`config.mk`:
```
export PLATFORM = sky130hd
export DESIGN_NAME = sd_stream_ctrl_flat
export DESIGN_NICKNAME = d
export VERILOG_FILES = /design/src/rtl/sd_stream_ctrl_if.sv /design/src/rtl/sd_stream_ctrl.sv /design/src/flat_wrapper.sv
export SDC_FILE = /design/constraint.sdc
export NUM_CORES = 1
export LEC_CHECK = 0
export ABC_AREA = 0
export BUFFER_PORTS_ARGS = -buffer_cell sky130_fd_sc_hd__clkbuf_2
export CAP_MARGIN = 20
export CORE_MARGIN = 2
export CORE_UTILIZATION = 57
export CTS_BUF_LIST = sky130_fd_sc_hd__clkbuf_2
export CTS_CLUSTER_DIAMETER = 100
export CTS_CLUSTER_SIZE = 10
export DETAILED_ROUTE_END_ITERATION = 12
export GPL_ROUTABILITY_DRIVEN = 0
export PLACE_DENSITY_LB_ADDON = 0.05
export SYNTH_ARGS = -nofsm -noshare
export SYNTH_HDL_FRONTEND = slang
export SYNTH_SLANG_ARGS = --single-unit
```
`constraint.sdc`:
```
create_clock -name clk -period 3.3 [get_ports clk]
set_clock_uncertainty 0.2 [all_clocks]
set_input_delay 0.66 -clock clk [delete_from_list [all_inputs] [get_ports clk]]
set_output_delay 0.66 -clock clk [all_outputs]
set_load 0.005 [all_outputs]
```
`src/rtl/sd_stream_ctrl_if.sv`:
```
// SD controller sector-read port: request/address out of the streamer,
// accept/complete pulses back from the SD controller.
interface sd_stream_ctrl_if #(
  parameter int ADDR_W = 32
);
  logic              rd_req;
  logic [ADDR_W-1:0] rd_addr;
  logic              rd_ack;
  logic              rd_done;

  modport master (output rd_req, output rd_addr, input rd_ack, input rd_done);
  modport slave  (input rd_req, input rd_addr, output rd_ack, output rd_done);
endinterface

```
`src/rtl/sd_stream_ctrl.sv`:
```
// Sector-streaming controller: walks a track's sector addresses from a parameter
// table and issues one SD read at a time while the audio FIFO has room.
module sd_stream_ctrl #(
  parameter int NUM_TRACKS = 4,
  parameter int SEL_W      = 2,
  parameter int ADDR_W     = 32,
  parameter logic [NUM_TRACKS*ADDR_W-1:0] TRACK_START =
    {32'd10240000, 32'd10240000, 32'd5120000, 32'd512000},
  parameter logic [NUM_TRACKS*ADDR_W-1:0] TRACK_END =
    {32'd16122368, 32'd16122368, 32'd9050112, 32'd4095488},
  parameter int SECTOR_BYTES = 512,
  parameter int USEDW_W      = 11,
  parameter int FIFO_DEPTH   = 1024,
  parameter int SECTOR_WORDS = 256,
  parameter int MARGIN       = 20
) (
  input  logic               clk,
  input  logic               rst_n,
  input  logic [SEL_W-1:0]   i_track_sel,
  input  logic               i_play,
  input  logic               i_loop_en,
  input  logic [USEDW_W-1:0] i_fifo_usedw,
  sd_stream_ctrl_if.master   rd_if,
  output logic [SEL_W-1:0]   o_cur_track,
  output logic               o_playing,
  output logic               o_track_done,
  output logic [2:0]         o_state
);

  localparam int TH_INT = FIFO_DEPTH - SECTOR_WORDS - MARGIN;
  localparam logic [USEDW_W-1:0] TH = USEDW_W'(TH_INT);

  typedef enum logic [2:0] {
    IDLE  = 3'd0,
    LOAD  = 3'd1,
    CHECK = 3'd2,
    REQ   = 3'd3,
    WAIT  = 3'd4,
    HOLD  = 3'd5
  } state_t;

  state_t             r_state, w_next;
  logic [SEL_W-1:0]   r_sel;
  logic [ADDR_W-1:0]  r_cur_addr;
  logic               r_arm;
  logic               r_rd_req;
  logic [ADDR_W-1:0]  r_rd_addr;
  logic               r_playing;
  logic               r_track_done;

  logic [SEL_W-1:0]   w_sel_idx;
  logic               w_at_end;
  logic               w_advance;
  logic               w_wrap;
  logic               w_end_idle;
  logic               w_track_done;

  function automatic logic [ADDR_W-1:0] table_entry(
    input logic [NUM_TRACKS*ADDR_W-1:0] tbl, input logic [SEL_W-1:0] idx);
    return tbl[int'(idx)*ADDR_W +: ADDR_W];
  endfunction

  assign w_sel_idx = (int'(i_track_sel) < NUM_TRACKS) ? i_track_sel : '0;
  assign w_at_end  = (r_cur_addr == table_entry(TRACK_END, r_sel));

  always_comb begin
    w_next       = r_state;
    w_advance    = 1'b0;
    w_wrap       = 1'b0;
    w_end_idle   = 1'b0;
    w_track_done = 1'b0;
    case (r_state)
      IDLE:  if (i_play && r_arm) w_next = LOAD;
      LOAD:  w_next = CHECK;
      CHECK: begin
        if (!i_play)                  w_next = HOLD;
        else if (w_sel_idx != r_sel)  w_next = LOAD;
        else if (i_fifo_usedw < TH)   w_next = REQ;
      end
      REQ:   if (rd_if.rd_ack) w_next = WAIT;
      // An in-flight sector always completes; pause and track change wait for CHECK.
      WAIT: begin
        if (rd_if.rd_done) begin
          if (w_at_end) begin
            w_track_done = 1'b1;
            if (i_loop_en) begin
              w_wrap = 1'b1;
              w_next = CHECK;
            end else begin
              w_end_idle = 1'b1;
              w_next     = IDLE;
            end
          end else begin
            w_advance = 1'b1;
            w_next    = CHECK;
          end
        end
      end
      HOLD:  if (i_play) w_next = (w_sel_idx == r_sel) ? CHECK : LOAD;
      default: w_next = IDLE;
    endcase
  end

  always_ff @(posedge clk or negedge rst_n) begin
    if (!rst_n) begin
      r_state      <= IDLE;
      r_sel        <= '0;
      r_cur_addr   <= '0;
      r_arm        <= 1'b1;
      r_rd_req     <= 1'b0;
      r_rd_addr    <= '0;
      r_playing    <= 1'b0;
      r_track_done <= 1'b0;
    end else begin
      r_state      <= w_next;
      r_rd_req     <= (w_next == REQ);
      r_playing    <= (w_next == CHECK) || (w_next == REQ) || (w_next == WAIT);
      r_track_done <= w_track_done;
      if (w_next == REQ)
        r_rd_addr <= r_cur_addr;
      if (r_state == LOAD) begin
        r_sel      <= w_sel_idx;
        r_cur_addr <= table_entry(TRACK_START, w_sel_idx);
      end else if (w_wrap) begin
        r_cur_addr <= table_entry(TRACK_START, r_sel);
      end else if (w_advance) begin
        r_cur_addr <= r_cur_addr + ADDR_W'(SECTOR_BYTES);
      end
      // After a track ends, play must be seen low before another start is allowed.
      if (!i_play)
        r_arm <= 1'b1;
      else if (w_end_idle)
        r_arm <= 1'b0;
    end
  end

  assign rd_if.rd_req  = r_rd_req;
  assign rd_if.rd_addr = r_rd_addr;
  assign o_cur_track   = r_sel;
  assign o_playing     = r_playing;
  assign o_track_done  = r_track_done;
  assign o_state       = r_state;

endmodule

```
`src/flat_wrapper.sv`:
```
// flat-port wrapper written by rule: the top's interface ports become plain ports
module sd_stream_ctrl_flat 
#(
  parameter int NUM_TRACKS = 4,
  parameter int SEL_W      = 2,
  parameter int ADDR_W     = 32,
  parameter logic [NUM_TRACKS*ADDR_W-1:0] TRACK_START =
    {32'd10240000, 32'd10240000, 32'd5120000, 32'd512000},
  parameter logic [NUM_TRACKS*ADDR_W-1:0] TRACK_END =
    {32'd16122368, 32'd16122368, 32'd9050112, 32'd4095488},
  parameter int SECTOR_BYTES = 512,
  parameter int USEDW_W      = 11,
  parameter int FIFO_DEPTH   = 1024,
  parameter int SECTOR_WORDS = 256,
  parameter int MARGIN       = 20
)
  (clk, rst_n, i_track_sel, i_play, i_loop_en, i_fifo_usedw, o_cur_track, o_playing, o_track_done, o_state, rd_if_rd_req, rd_if_rd_addr, rd_if_rd_ack, rd_if_rd_done);
  sd_stream_ctrl_if #(.ADDR_W(ADDR_W)) rd_if_i ();
  input  logic clk;
  input  logic rst_n;
  input  logic [SEL_W-1:0] i_track_sel;
  input  logic i_play;
  input  logic i_loop_en;
  input  logic [USEDW_W-1:0] i_fifo_usedw;
  output logic [SEL_W-1:0] o_cur_track;
  output logic o_playing;
  output logic o_track_done;
  output logic [2:0] o_state;
  output wire logic [$bits(rd_if_i.rd_req)-1:0] rd_if_rd_req;
  output wire logic [$bits(rd_if_i.rd_addr)-1:0] rd_if_rd_addr;
  input wire logic [$bits(rd_if_i.rd_ack)-1:0] rd_if_rd_ack;
  input wire logic [$bits(rd_if_i.rd_done)-1:0] rd_if_rd_done;
  assign rd_if_rd_req = rd_if_i.rd_req;
  assign rd_if_rd_addr = rd_if_i.rd_addr;
  assign rd_if_i.rd_ack = rd_if_rd_ack;
  assign rd_if_i.rd_done = rd_if_rd_done;
  sd_stream_ctrl #(.NUM_TRACKS(NUM_TRACKS), .SEL_W(SEL_W), .ADDR_W(ADDR_W), .TRACK_START(TRACK_START), .TRACK_END(TRACK_END), .SECTOR_BYTES(SECTOR_BYTES), .USEDW_W(USEDW_W), .FIFO_DEPTH(FIFO_DEPTH), .SECTOR_WORDS(SECTOR_WORDS), .MARGIN(MARGIN)) u_core (.clk(clk), .rst_n(rst_n), .i_track_sel(i_track_sel), .i_play(i_play), .i_loop_en(i_loop_en), .i_fifo_usedw(i_fifo_usedw), .rd_if(rd_if_i), .o_cur_track(o_cur_track), .o_playing(o_playing), .o_track_done(o_track_done), .o_state(o_state));
endmodule
```
Word-level counts from Yosys, hierarchy flattened

Cells that the tools add are included.

Reduce and logical (&&, ||, !) cells: 5
Shift-type cells: 3
Add/subtract/negate cells: 1
Equal/unequal tests: 12
Order comparisons: 1
Multiplexer cells: 30

Operator list:

| operator                                                     | number |
|---|---|
| variable part select 128 x 8 -> 32 bit, first input constant | 3 |
| two-way mux 32 bit                                           | 3 |
| adder 32 x 10 -> 32 bit, second input constant               | 1 |
| == test 32 bit                                               | 1 |
| two-way mux 3 bit                                            | 7 |
| one-hot mux 3 bit (6 select lines)                           | 1 |
| two-way mux 1 bit                                            | 16 |
| == test 3 x 2 -> 1 bit, second input constant                | 4 |
| < comparator 11 x 10 -> 1 bit, second input constant         | 1 |
| == test 3 bit, second input constant                         | 3 |
| two-way mux 2 bit                                            | 3 |
| == test 3 x 1 -> 1 bit, second input constant                | 1 |
| logical NOT 3 bit                                            | 1 |
| nonzero test 3 bit                                           | 1 |
| == test 2 bit                                                | 1 |
| logical OR 1 bit                                             | 2 |
| inequality test 2 x 1 -> 1 bit, second input constant        | 1 |
| inequality test 2 bit                                        | 1 |
| logical AND 1 bit                                            | 1 |

Word-level logic and storage cells: 60
Input port bits: 19
Register bits after elaboration: 73
Output and inout port bits: 40

Logic depth before layout (Yosys ltp)

Gate-level depths: netlist of run 1.

Word-level depth: 8
Depth in mapped cells: 9
Mapped depth without buffers: 7

Worst setup path after synthesis of run 1

OpenSTA, ideal clock, no wires.

Path type: flip-flop to flip-flop
From: register u_core.r_cur_addr[9]
To: register u_core.r_cur_addr[20]
Data required time: 2.966 ns
Buffers on the path: 2
Stages on the path, launching flop included: 8
Slack: 0.808 ns
Library setup time: 0.134 ns
Data arrival time: 2.158 ns
Clock period less this slack: 2.492 ns
Cell sequence: dfrtp_1 or4_1 mux2_2 a2111o_1 buf_6 buf_6 o31ai_1 a32oi_1

Cells in the longest elaborated chain, start to end: 6
Elaborated cells on any way between the ends: 12
Classes of those cells: add/sub: 1; eq/ne: 1; mux: 9; reduce/logical: 1

Ends and longest elaborated chain:

| element                                                                         | RTL line              | source |
|---|---|---|
| start: declaration                                                              | sd_stream_ctrl.sv:44  | `logic [ADDR_W-1:0] r_cur_addr;` |
| start signal: assignment                                                        | sd_stream_ctrl.sv:123 | `r_cur_addr <= table_entry(TRACK_START, w_sel_idx);` |
| start signal: assignment                                                        | sd_stream_ctrl.sv:125 | `r_cur_addr <= table_entry(TRACK_START, r_sel);` |
| start signal: assignment                                                        | sd_stream_ctrl.sv:127 | `r_cur_addr <= r_cur_addr + ADDR_W'(SECTOR_BYTES);` |
| parallel branches: the longest is 6 deep, another holds adder 32 x 10 -> 32 bit | -                     |  |

Several ways; the timed one is not identified. The select of a mux whose other input is x is not followed.
A chain may end at the register's enable or synchronous reset.

Final worst setup path of run 1

From: register u_core.r_cur_addr[24]
To: register u_core.r_cur_addr[27]

Same word-level chain as after synthesis.

==> flow_metrics.env, run 1 <==
export IMPL_outcome="finished clean"
export IMPL_netlist_area_leader_share_pct=44.9
export IMPL_grt_pass1_vias=2416
export IMPL_wl_um=7100
export IMPL_die_w_um=76.6
export IMPL_die_y_um=76.6
export IMPL_worst_setup_path_type="flip-flop to flip-flop"
export IMPL_diodes=0
export IMPL_grt_use_met1_pct=38.0
export IMPL_ant_nets=0
export IMPL_clk_latency_ps=450
export IMPL_cts_hold_buf=1
export IMPL_ctsResizeCount=0
export IMPL_synth_compound_area_share_pct=12.9
export IMPL_clkSinkCount=55
export IMPL_period_minus_slack_ps=2970
export IMPL_grt_met3_usage_pct=4.50
export IMPL_clk_path_buf_depth=2
export IMPL_first_pass_iters=5
export IMPL_syn_area_per_cell_sq_um=9.86
export IMPL_maxCapViolations=0
export IMPL_routed_via_density=6.01
export IMPL_final_max_slew_viol_count=0
export IMPL_synth_edf_count=0
export IMPL_hpwl_um=5180
export IMPL_cp_end_kind="flip-flop"
export IMPL_drc=0
export IMPL_grt_start_max_net_pins=33
export IMPL_post_cts_buffers=0
export IMPL_setup_slack_ps=329
export IMPL_finish_instance_area_sq_um=3350
export IMPL_cts_tree="done"
export IMPL_max_vdd_ir_drop_uv=283
export IMPL_fill_cells=463
export IMPL_num_nets_final=374
export IMPL_vias=2555
export IMPL_rsz0062_at_grt="no"
export IMPL_grt_busiest_layer="met2"
export IMPL_tightestPinTransition_ps=587
export IMPL_tns_ps=0
export IMPL_yosysSeqAreaShare_pct=45.8
export IMPL_overflow=0
export IMPL_synth_adder_area_share_pct=0.416
export IMPL_root_buffer="clkbuf_2"
export IMPL_yosys_area_top_type="dfrtp_1"
export IMPL_post_route_util_pct=65.7
export IMPL_clk_pin_slew_ps=260
export IMPL_grt_usage_pct=26.0
export IMPL_synth_area_leaders="dfrtp_1 (45%), mux2_2 (9.4%), nand2_1 (4.0%)"
export IMPL_drive_gt1_share_pct=27.6
export IMPL_h_tree_depth=2
export IMPL_crit_path_max_fanout=9
export IMPL_required_ps=3460
export IMPL_min_path_type="primary input to flip-flop"
export IMPL_cellLeakagePower_nw=1.55
export IMPL_whs_ps=160
export IMPL_synth_area_sq_um=3010
export IMPL_coreArea_sq_um=5110
export IMPL_ios=59
export IMPL_antenna_found_initial=0
export IMPL_synth_cell_types=58
export IMPL_synth_ff_type="dfrtp_1"
export IMPL_drt_iter0_drc=216
export IMPL_area_delta_synth_final_pct=11.5
export IMPL_cts_made_buffers=5
export IMPL_die_area_sq_um=5870
export IMPL_synth_top_family_by_area="simple AND/OR/NAND/NOR gates"
export IMPL_num_rows=26
export IMPL_min_from="i_play"
export IMPL_synthSimpleGateAreaFrac_pct=21.1
export IMPL_initial_core_util_pct=58.9
export IMPL_synth_xor_area_share_pct=3.79
export IMPL_crit_start="u_core.r_cur_addr[24]"
export IMPL_dp_slack_ps=400
export IMPL_max_slew_margin_pct=60.9
export IMPL_place_area_sq_um=3300
export IMPL_portBuffers=47
export IMPL_synth_area_mux_share_pct=10.0
export IMPL_grt_use_met2_pct=38.1
export IMPL_crit_arrival_ps=3130
export IMPL_yosysWarnings=0
export IMPL_netlist_instances=305
export IMPL_r2r_start="u_core.r_cur_addr[24]"
export IMPL_setup_viol=0
export IMPL_start_kind="flip-flop"
export IMPL_async_reset_ff_share_pct=100
export IMPL_finalCritPeriodShare_pct=90.0
export IMPL_wl_per_cell_um=16.7
export IMPL_power_density_nw_per_um2=661
export IMPL_ys_seq_elements=55
export IMPL_finalHoldViolations=0
export IMPL_fmax_ghz=0.337
export IMPL_grt_pass1_wl_um=12300
[cell usage after synthesis (3+ instances only)]
cell and n:
dfrtp_1 54, nand2_1 32, nor2_1 28, mux2_2 25
nand3_1 15, a21oi_1 13, buf_4 9, clkbuf_1 8
nor3_1 8, xor2_1 7, inv_1 6, nor4b_1 6
xnor2_1 6, a211oi_1 5, and3_1 5, buf_2 5
nand4_1 5, and2_1 4, nor4_1 4, o21ai_1 4
a311oi_1 3, a41oi_1 3, o31ai_1 3
[final cells by class]
class | count | area (sq um) | area share (%)
multi-input combinational | 226 | 1490 | 44.6
sequential | 55 | 1380 | 41.1
timing repair buffer | 59 | 328 | 9.78
tap | 70 | 87.6 | 2.61
clock buffer | 7 | 35.0 | 1.04
inverter | 7 | 26.3 | 0.784
clock inverter | 1 | 5.00 | 0.149
[worst paths after layout]
path                       slack, ps  cells past startpoint                     to
setup / recovery                 330                      7  u_core.r_cur_addr[27]
max in group asynchronous       1570                      3  u_core.r_cur_addr[19]
min in group asynchronous        480                      2  u_core.r_cur_addr[20]
setup reg to reg                 330                      7  u_core.r_cur_addr[27]
hold / removal                   160                      2           u_core.r_arm
hold reg to reg                  290                      2           u_core.r_arm
[routing by layer]
layer | vias up | wire length (um)
li1 | 1190 | -
met1 | 1208 | 3200
met2 | 135 | 3130
met3 | 22 | 548
met4 | 0 | 214
met5 | - | 0
[where the power goes]
group,leakage [nW],switching (mW),internal (mW)
Sequential,0.705,0.208,0.816
Clock,0.0330,0.208,0.0577
Combinational,0.810,0.503,0.425
Total,1.55,0.919,1.30
[cell families (layout without fill, tap and decap cells)]
logic type	Yosys count	after routing
DFF	55	55
adders and majority gates	1	1
other	1	9
xor gates and xnor gates	13	13
and+or+nand+nor	123	123
muxes	27	27
buffers and inverters	32	74
AOI/OAI and AO/OA	53	53
[stage by stage]
stage | total power, mW | instances
floorplan | 1.62 | 313
global placement | 1.93 | 416
detailed placement | 1.96 | 416
CTS | 2.22 | 425
global route | 2.38 | 425
finish | 2.22 | 425
[registers in the layout (all words and copies together) (netlist names)]
| name | flops |
|---|---|
| u_core.r_arm | 1 |
| u_core.o_track_done | 1 |
| u_core.o_state | 3 |
| u_core.o_playing | 1 |
| u_core.rd_if.rd_addr | 23 |
| u_core.r_cur_addr | 23 |
| u_core.o_cur_track | 2 |
| u_core.rd_if.rd_req | 1 |
[cells in the final DEF, fill, tap and decap left out, types with 3 or more instances in the layout]
cell	n
clkbuf_2	54
dfrtp_1	54
nand2_1	32
nor2_1	28
mux2_2	25
nand3_1	15
a21oi_1	13
buf_4	11
conb_1	9
nor3_1	8
xor2_1	7
nor4b_1	6
xnor2_1	6
inv_1	6
nand4_1	5
a211oi_1	5
and3_1	5
and2_1	4
nor4_1	4
o21ai_1	3
o31ai_1	3
a41oi_1	3
a311oi_1	3
[worst max-delay path, stage by stage, from the launching register on]
cell and delay, ps:
dfrtp_1 510, nor4_1 520, o2111ai_1 290, a2111o_1 570
buf_4 210, or3_1 350, a21oi_1 170, a211oi_1 60
Note: power is estimated with default switching activity, not from simulation.
==> run 2: changes to the inputs <==
--- a/config.mk
+++ b/config.mk
@@ -6,14 +6,14 @@
 export NUM_CORES = 1
 export LEC_CHECK = 0
 export ABC_AREA = 0
-export BUFFER_PORTS_ARGS = -buffer_cell sky130_fd_sc_hd__clkbuf_2
 export CAP_MARGIN = 20
 export CORE_MARGIN = 2
-export CORE_UTILIZATION = 57
+export CORE_UTILIZATION = 65
 export CTS_BUF_LIST = sky130_fd_sc_hd__clkbuf_2
 export CTS_CLUSTER_DIAMETER = 100
 export CTS_CLUSTER_SIZE = 10
 export DETAILED_ROUTE_END_ITERATION = 12
+export DONT_BUFFER_PORTS = 1
 export GPL_ROUTABILITY_DRIVEN = 0
 export PLACE_DENSITY_LB_ADDON = 0.05
 export SYNTH_ARGS = -nofsm -noshare
==> run 2 against run 1 <==
Sequential cell count unchanged; count of clock-buffer cells in the layout decreased by 2; total power decreased by 0.84%; non-clock buffer count decreased by 46; combinational power decreased by 10%; setup slack improved by 22 ps; clock power increased by 23%; core utilization increased by 5.7 points; critical endpoint is now u_core.r_cur_addr[31]; largest cell class unchanged; largest power group unchanged.
==> flow_metrics.env, run 2 (same netlist as run 1, synthesis figures left out) <==
export IMPL_num_nets_final=328
export IMPL_r2r_setup_slack_ps=350
export IMPL_root_buffer="clkbuf_2"
export IMPL_h_tree_depth=2
export IMPL_die_y_um=72.0
export IMPL_fmax_ghz=0.339
export IMPL_power_density_nw_per_um2=698
export IMPL_setup_slack_ps=351
export IMPL_drc=0
export IMPL_final_cell_mix="dfrtp_1 (54), nand2_1 (32), nor2_1 (28)"
export IMPL_finalHoldViolations=0
export IMPL_crit_start="u_core.r_cur_addr[18]"
export IMPL_clk_path_buf_depth=2
export IMPL_die_area_sq_um=5190
export IMPL_coreArea_sq_um=4410
export IMPL_tightestPinTransition_ps=522
export IMPL_cp_end_kind="flip-flop"
export IMPL_required_ps=3460
export IMPL_r2r_cells=6
export IMPL_place_area_sq_um=3040
export IMPL_antenna_found_initial=0
export IMPL_grt_pass1_vias=2356
export IMPL_maxCapViolations=0
export IMPL_routed_via_density=6.74
export IMPL_drive_gt1_share_pct=16.2
export IMPL_num_rows=24
export IMPL_grt_start_max_net_pins=56
export IMPL_clkSinkCount=55
export IMPL_dp_slack_ps=424
export IMPL_grt_usage_pct=28.9
export IMPL_outcome="finished clean"
export IMPL_tns_ps=0
export IMPL_cellLeakagePower_nw=1.36
export IMPL_placed_cells=350
export IMPL_finalCritPeriodShare_pct=89.4
export IMPL_ios=59
export IMPL_clk_pin_slew_ps=250
export IMPL_r2r_start="u_core.r_cur_addr[18]"
export IMPL_period_minus_slack_ps=2950
export IMPL_area_delta_synth_final_pct=4.74
export IMPL_start_kind="flip-flop"
export IMPL_min_path_type="primary input to flip-flop"
export IMPL_max_slew_margin_pct=65.2
export IMPL_ant_nets=0
export IMPL_layout_commonest_cell="dfrtp_1"
export IMPL_clk_latency_ps=440
export IMPL_final_max_slew_viol_count=0
export IMPL_fin_cells=361
export IMPL_grt_pass1_wl_um=11600
export IMPL_drt_iter0_drc=240
export IMPL_max_vdd_ir_drop_uv=361
export IMPL_crit_path_max_fanout=15
export IMPL_initial_core_util_pct=68.1
export IMPL_vias=2434
export IMPL_endpoint="u_core.r_cur_addr[31]"
export IMPL_portBuffers=0
export IMPL_crit_arrival_ps=3110
export IMPL_hpwl_um=4950
export IMPL_r2r_end="u_core.r_cur_addr[31]"
export IMPL_rsz0062_at_grt="no"
export IMPL_worst_setup_path_type="flip-flop to flip-flop"
export IMPL_finish_instance_area_sq_um=3150
export IMPL_cts_made_buffers=5
export IMPL_setup_viol=0
export IMPL_wl_per_cell_um=19.1
export IMPL_cts_tree="done"
export IMPL_diodes=0
export IMPL_first_pass_iters=4
export IMPL_wl_um=6890
export IMPL_die_w_um=72.0
export IMPL_overflow=0
==> run 2: cell types whose count changed in the layout (fill, tap and decap cells not counted), sizes merged <==
cell         previous run  this run
clkbuf                 54         5
bufinv                  0         1
clkinv                  1         2
dlygate4sd3             1         2
==> run 2: report_power, final <==
group | total, mW | internal [mW] | switching, mW
logic | 0.832 | 0.368 | 0.464
registers | 1.04 | 0.816 | 0.224
clock network | 0.326 | 0.124 | 0.202
total | 2.20 | 1.31 | 0.890
==> run 2: worst min path at each step <==
stage               startpoint                    end  slack, ps  depth (start not counted)
floorplan                rst_n  u_core.o_cur_track[0]        160                          0
detailed placement       rst_n      u_core.o_state[1]        170                          0
CTS                     i_play           u_core.r_arm          3                          1
global route            i_play      u_core.o_state[2]         50                          1
global placement         rst_n      u_core.o_state[2]        170                          0
finish                  i_play      u_core.o_state[2]         80                          1
==> run 2: critical path, stage by stage, from the launching register on <==
cell and delay [ps]:
dfrtp_1 510, or4_1 510, mux2_2 300, a2111o_1 530
o21ai_2 500, buf_4 250, nor2_1 60
==> run 2: cell type report <==
class	count	area, sq um
Multi-Input combinational cell	226	1490
Sequential cell	55	1380
Fill cell	362	1260
Timing Repair Buffer	13	123
Tap cell	52	65.1
Clock inverter	3	38.8
Inverter	7	26.3
Clock buffer	5	25.0
==> run 2: metal layers <==
layer	GRT usage, %	part of all wire [%]
met1	41.4	42
met2	43.1	48
met3	6.53	7.1
met4	11.7	2.1
met5	0	0
==> run 2: metrics by stage <==
step / power, mW / hold slack, ps / util (%)
6_report: 2.20 / 81.3 / 71.3
4_1_cts: 2.19 / 3.26 / 71.1
3_5_place_dp: 1.85 / 166 / 68.8
3_3_place_gp: 1.82 / 166 / 68.8
5_1_grt: 2.35 / 48.7 / 71.3
2_1_floorplan: 1.62 / 164 / -
==> run 2: timing repair <==
action,4_1_cts,5_1_grt
hold endpoints to repair,55,1
setup buffers,0,0
hold buffers,2,1
resized for setup,0,0
==> run 3: changes to the inputs <==
--- a/config.mk
+++ b/config.mk
@@ -8,13 +8,12 @@
 export ABC_AREA = 0
 export CAP_MARGIN = 20
 export CORE_MARGIN = 2
-export CORE_UTILIZATION = 65
+export CORE_UTILIZATION = 40
 export CTS_BUF_LIST = sky130_fd_sc_hd__clkbuf_2
 export CTS_CLUSTER_DIAMETER = 100
 export CTS_CLUSTER_SIZE = 10
 export DETAILED_ROUTE_END_ITERATION = 12
 export DONT_BUFFER_PORTS = 1
-export GPL_ROUTABILITY_DRIVEN = 0
 export PLACE_DENSITY_LB_ADDON = 0.05
 export SYNTH_ARGS = -nofsm -noshare
 export SYNTH_HDL_FRONTEND = slang
==> run 3 against run 2 <==
Critical path type unchanged; combinational power up 3.5%; clock power up 5%; first-iteration DRC count fell by 26%.
==> flow_metrics.env, run 3 (same netlist as run 1, synthesis figures left out) <==
export IMPL_outcome="finished clean"
export IMPL_power_mw=2.23
export IMPL_power_density_nw_per_um2=692
export IMPL_die_y_um=90.7
export IMPL_num_nets_final=329
export IMPL_wl_um=7640
export IMPL_maxCapViolations=0
export IMPL_initial_core_util_pct=41.5
export IMPL_rsz0062_at_grt="no"
export IMPL_worst_setup_path_type="flip-flop to flip-flop"
export IMPL_finalCritPeriodShare_pct=88.8
export IMPL_diodes=0
export IMPL_h_tree_depth=2
export IMPL_clkSinkCount=55
export IMPL_hpwl_um=5460
export IMPL_crit_arrival_ps=3100
export IMPL_grt_usage_pct=19.8
export IMPL_max_vdd_ir_drop_uv=230
export IMPL_clk_latency_ps=450
export IMPL_cp_end_kind="flip-flop"
export IMPL_overflow=0
export IMPL_layout_commonest_cell="dfrtp_1"
export IMPL_antenna_found_initial=0
export IMPL_setup_viol=0
export IMPL_fmax_ghz=0.341
export IMPL_final_max_slew_viol_count=0
export IMPL_required_ps=3470
export IMPL_grt_pass1_vias=2330
export IMPL_fill_cells=733
export IMPL_root_buffer="clkbuf_2"
export IMPL_period_minus_slack_ps=2930
export IMPL_cts_tree="done"
export IMPL_vias=2345
export IMPL_grt_pass1_wl_um=12900
export IMPL_min_path_type="primary input to flip-flop"
export IMPL_post_cts_buffers=0
export IMPL_first_pass_iters=4
export IMPL_ctsResizeCount=0
export IMPL_clk_pin_slew_ps=280
export IMPL_start_kind="flip-flop"
export IMPL_ios=59
export IMPL_num_rows=31
export IMPL_drive_gt1_share_pct=16.5
export IMPL_finish_instance_area_sq_um=3230
export IMPL_drt_iter0_drc=177
export IMPL_drc=0
export IMPL_routed_via_density=5.73
export IMPL_cts_made_buffers=5
export IMPL_clk_path_buf_depth=2
export IMPL_ant_nets=0
export IMPL_tightestPinTransition_ps=595
export IMPL_place_area_sq_um=3120
export IMPL_finalHoldViolations=0
export IMPL_cellLeakagePower_nw=1.38
export IMPL_portBuffers=0
export IMPL_grt_start_max_net_pins=56
export IMPL_gp_congestion=0.875
export IMPL_die_area_sq_um=8230
export IMPL_die_w_um=90.7
export IMPL_whs_ps=75.6
export IMPL_max_slew_margin_pct=60.1
export IMPL_final_cell_mix="dfrtp_1 (54), nand2_1 (32), nor2_1 (28)"
export IMPL_tns_ps=0
export IMPL_crit_path_max_fanout=13
export IMPL_coreArea_sq_um=7250
export IMPL_wl_per_cell_um=18.7
export IMPL_area_delta_synth_final_pct=7.37
==> run 3: path summary, 6_finish.rpt <==
kind	startpoint	slack (ps)	depth (start not counted)	to
max	u_core.r_cur_addr[28]	370	6	u_core.r_cur_addr[19]
min	i_play	80	1	u_core.o_state[2]
max reg2reg	u_core.r_cur_addr[28]	370	6	u_core.r_cur_addr[19]
min reg2reg	u_core.r_arm	310	2	u_core.r_arm
max in group asynchronous	rst_n	2110	2	u_core.r_arm
min in group asynchronous	rst_n	490	2	u_core.rd_if.rd_addr[27]
==> run 3: metrics by stage <==
stage	utilization (%)	std cells	worst slack (ps)
after floorplan	-	313	808
after global routing	44.5	409	238
after CTS	44.5	409	408
after global placement	43.0	398	410
after detailed placement	43.0	398	455
final	44.5	409	369
==> run 3: layer usage <==
metal	GRT usage (%)	routed length, um	vias up	part of all wire, %
met3	4.09	398	11	5.2
met5	0	0	-	0
met2	31.5	3390	76	44
met1	27.5	3690	1152	48
met4	5.51	169	0	2.2
li1	-	-	1106	-
==> run 3: layout make-up <==
class	instances	area (sq um)	share of cell area [%]
Timing Repair Buffer	14	143	4.42
Sequential cell	55	1380	42.7
Clock inverter	3	38.8	1.20
Tap cell	99	124	3.84
Clock buffer	5	25.0	0.775
Inverter	7	26.3	0.814
Multi-Input combinational cell	226	1490	46.3
==> run 3: report_power, final <==
part           leakage [nW]  total (mW)  internal (mW)  switching (mW)
Combinational         0.631       0.861          0.388           0.473
Sequential            0.705        1.03          0.817           0.214
Clock                0.0404       0.341          0.124           0.216
Total                  1.38        2.23           1.33           0.903
==> run 3: repair_timing <==
action | in CTS | in global routing
endpoints found under the setup margin | 0 | 0
hold endpoints to repair | 56 | 0
hold buffers | 3 | 0
==> run 3: critical path: stages (launching register included) <==
cell and delay [ps]:
dfrtp_1 520, nor4b_1 490, o2111ai_1 280, a2111o_1 680, nand2_1 310, nor3_1 80, o32a_1 280
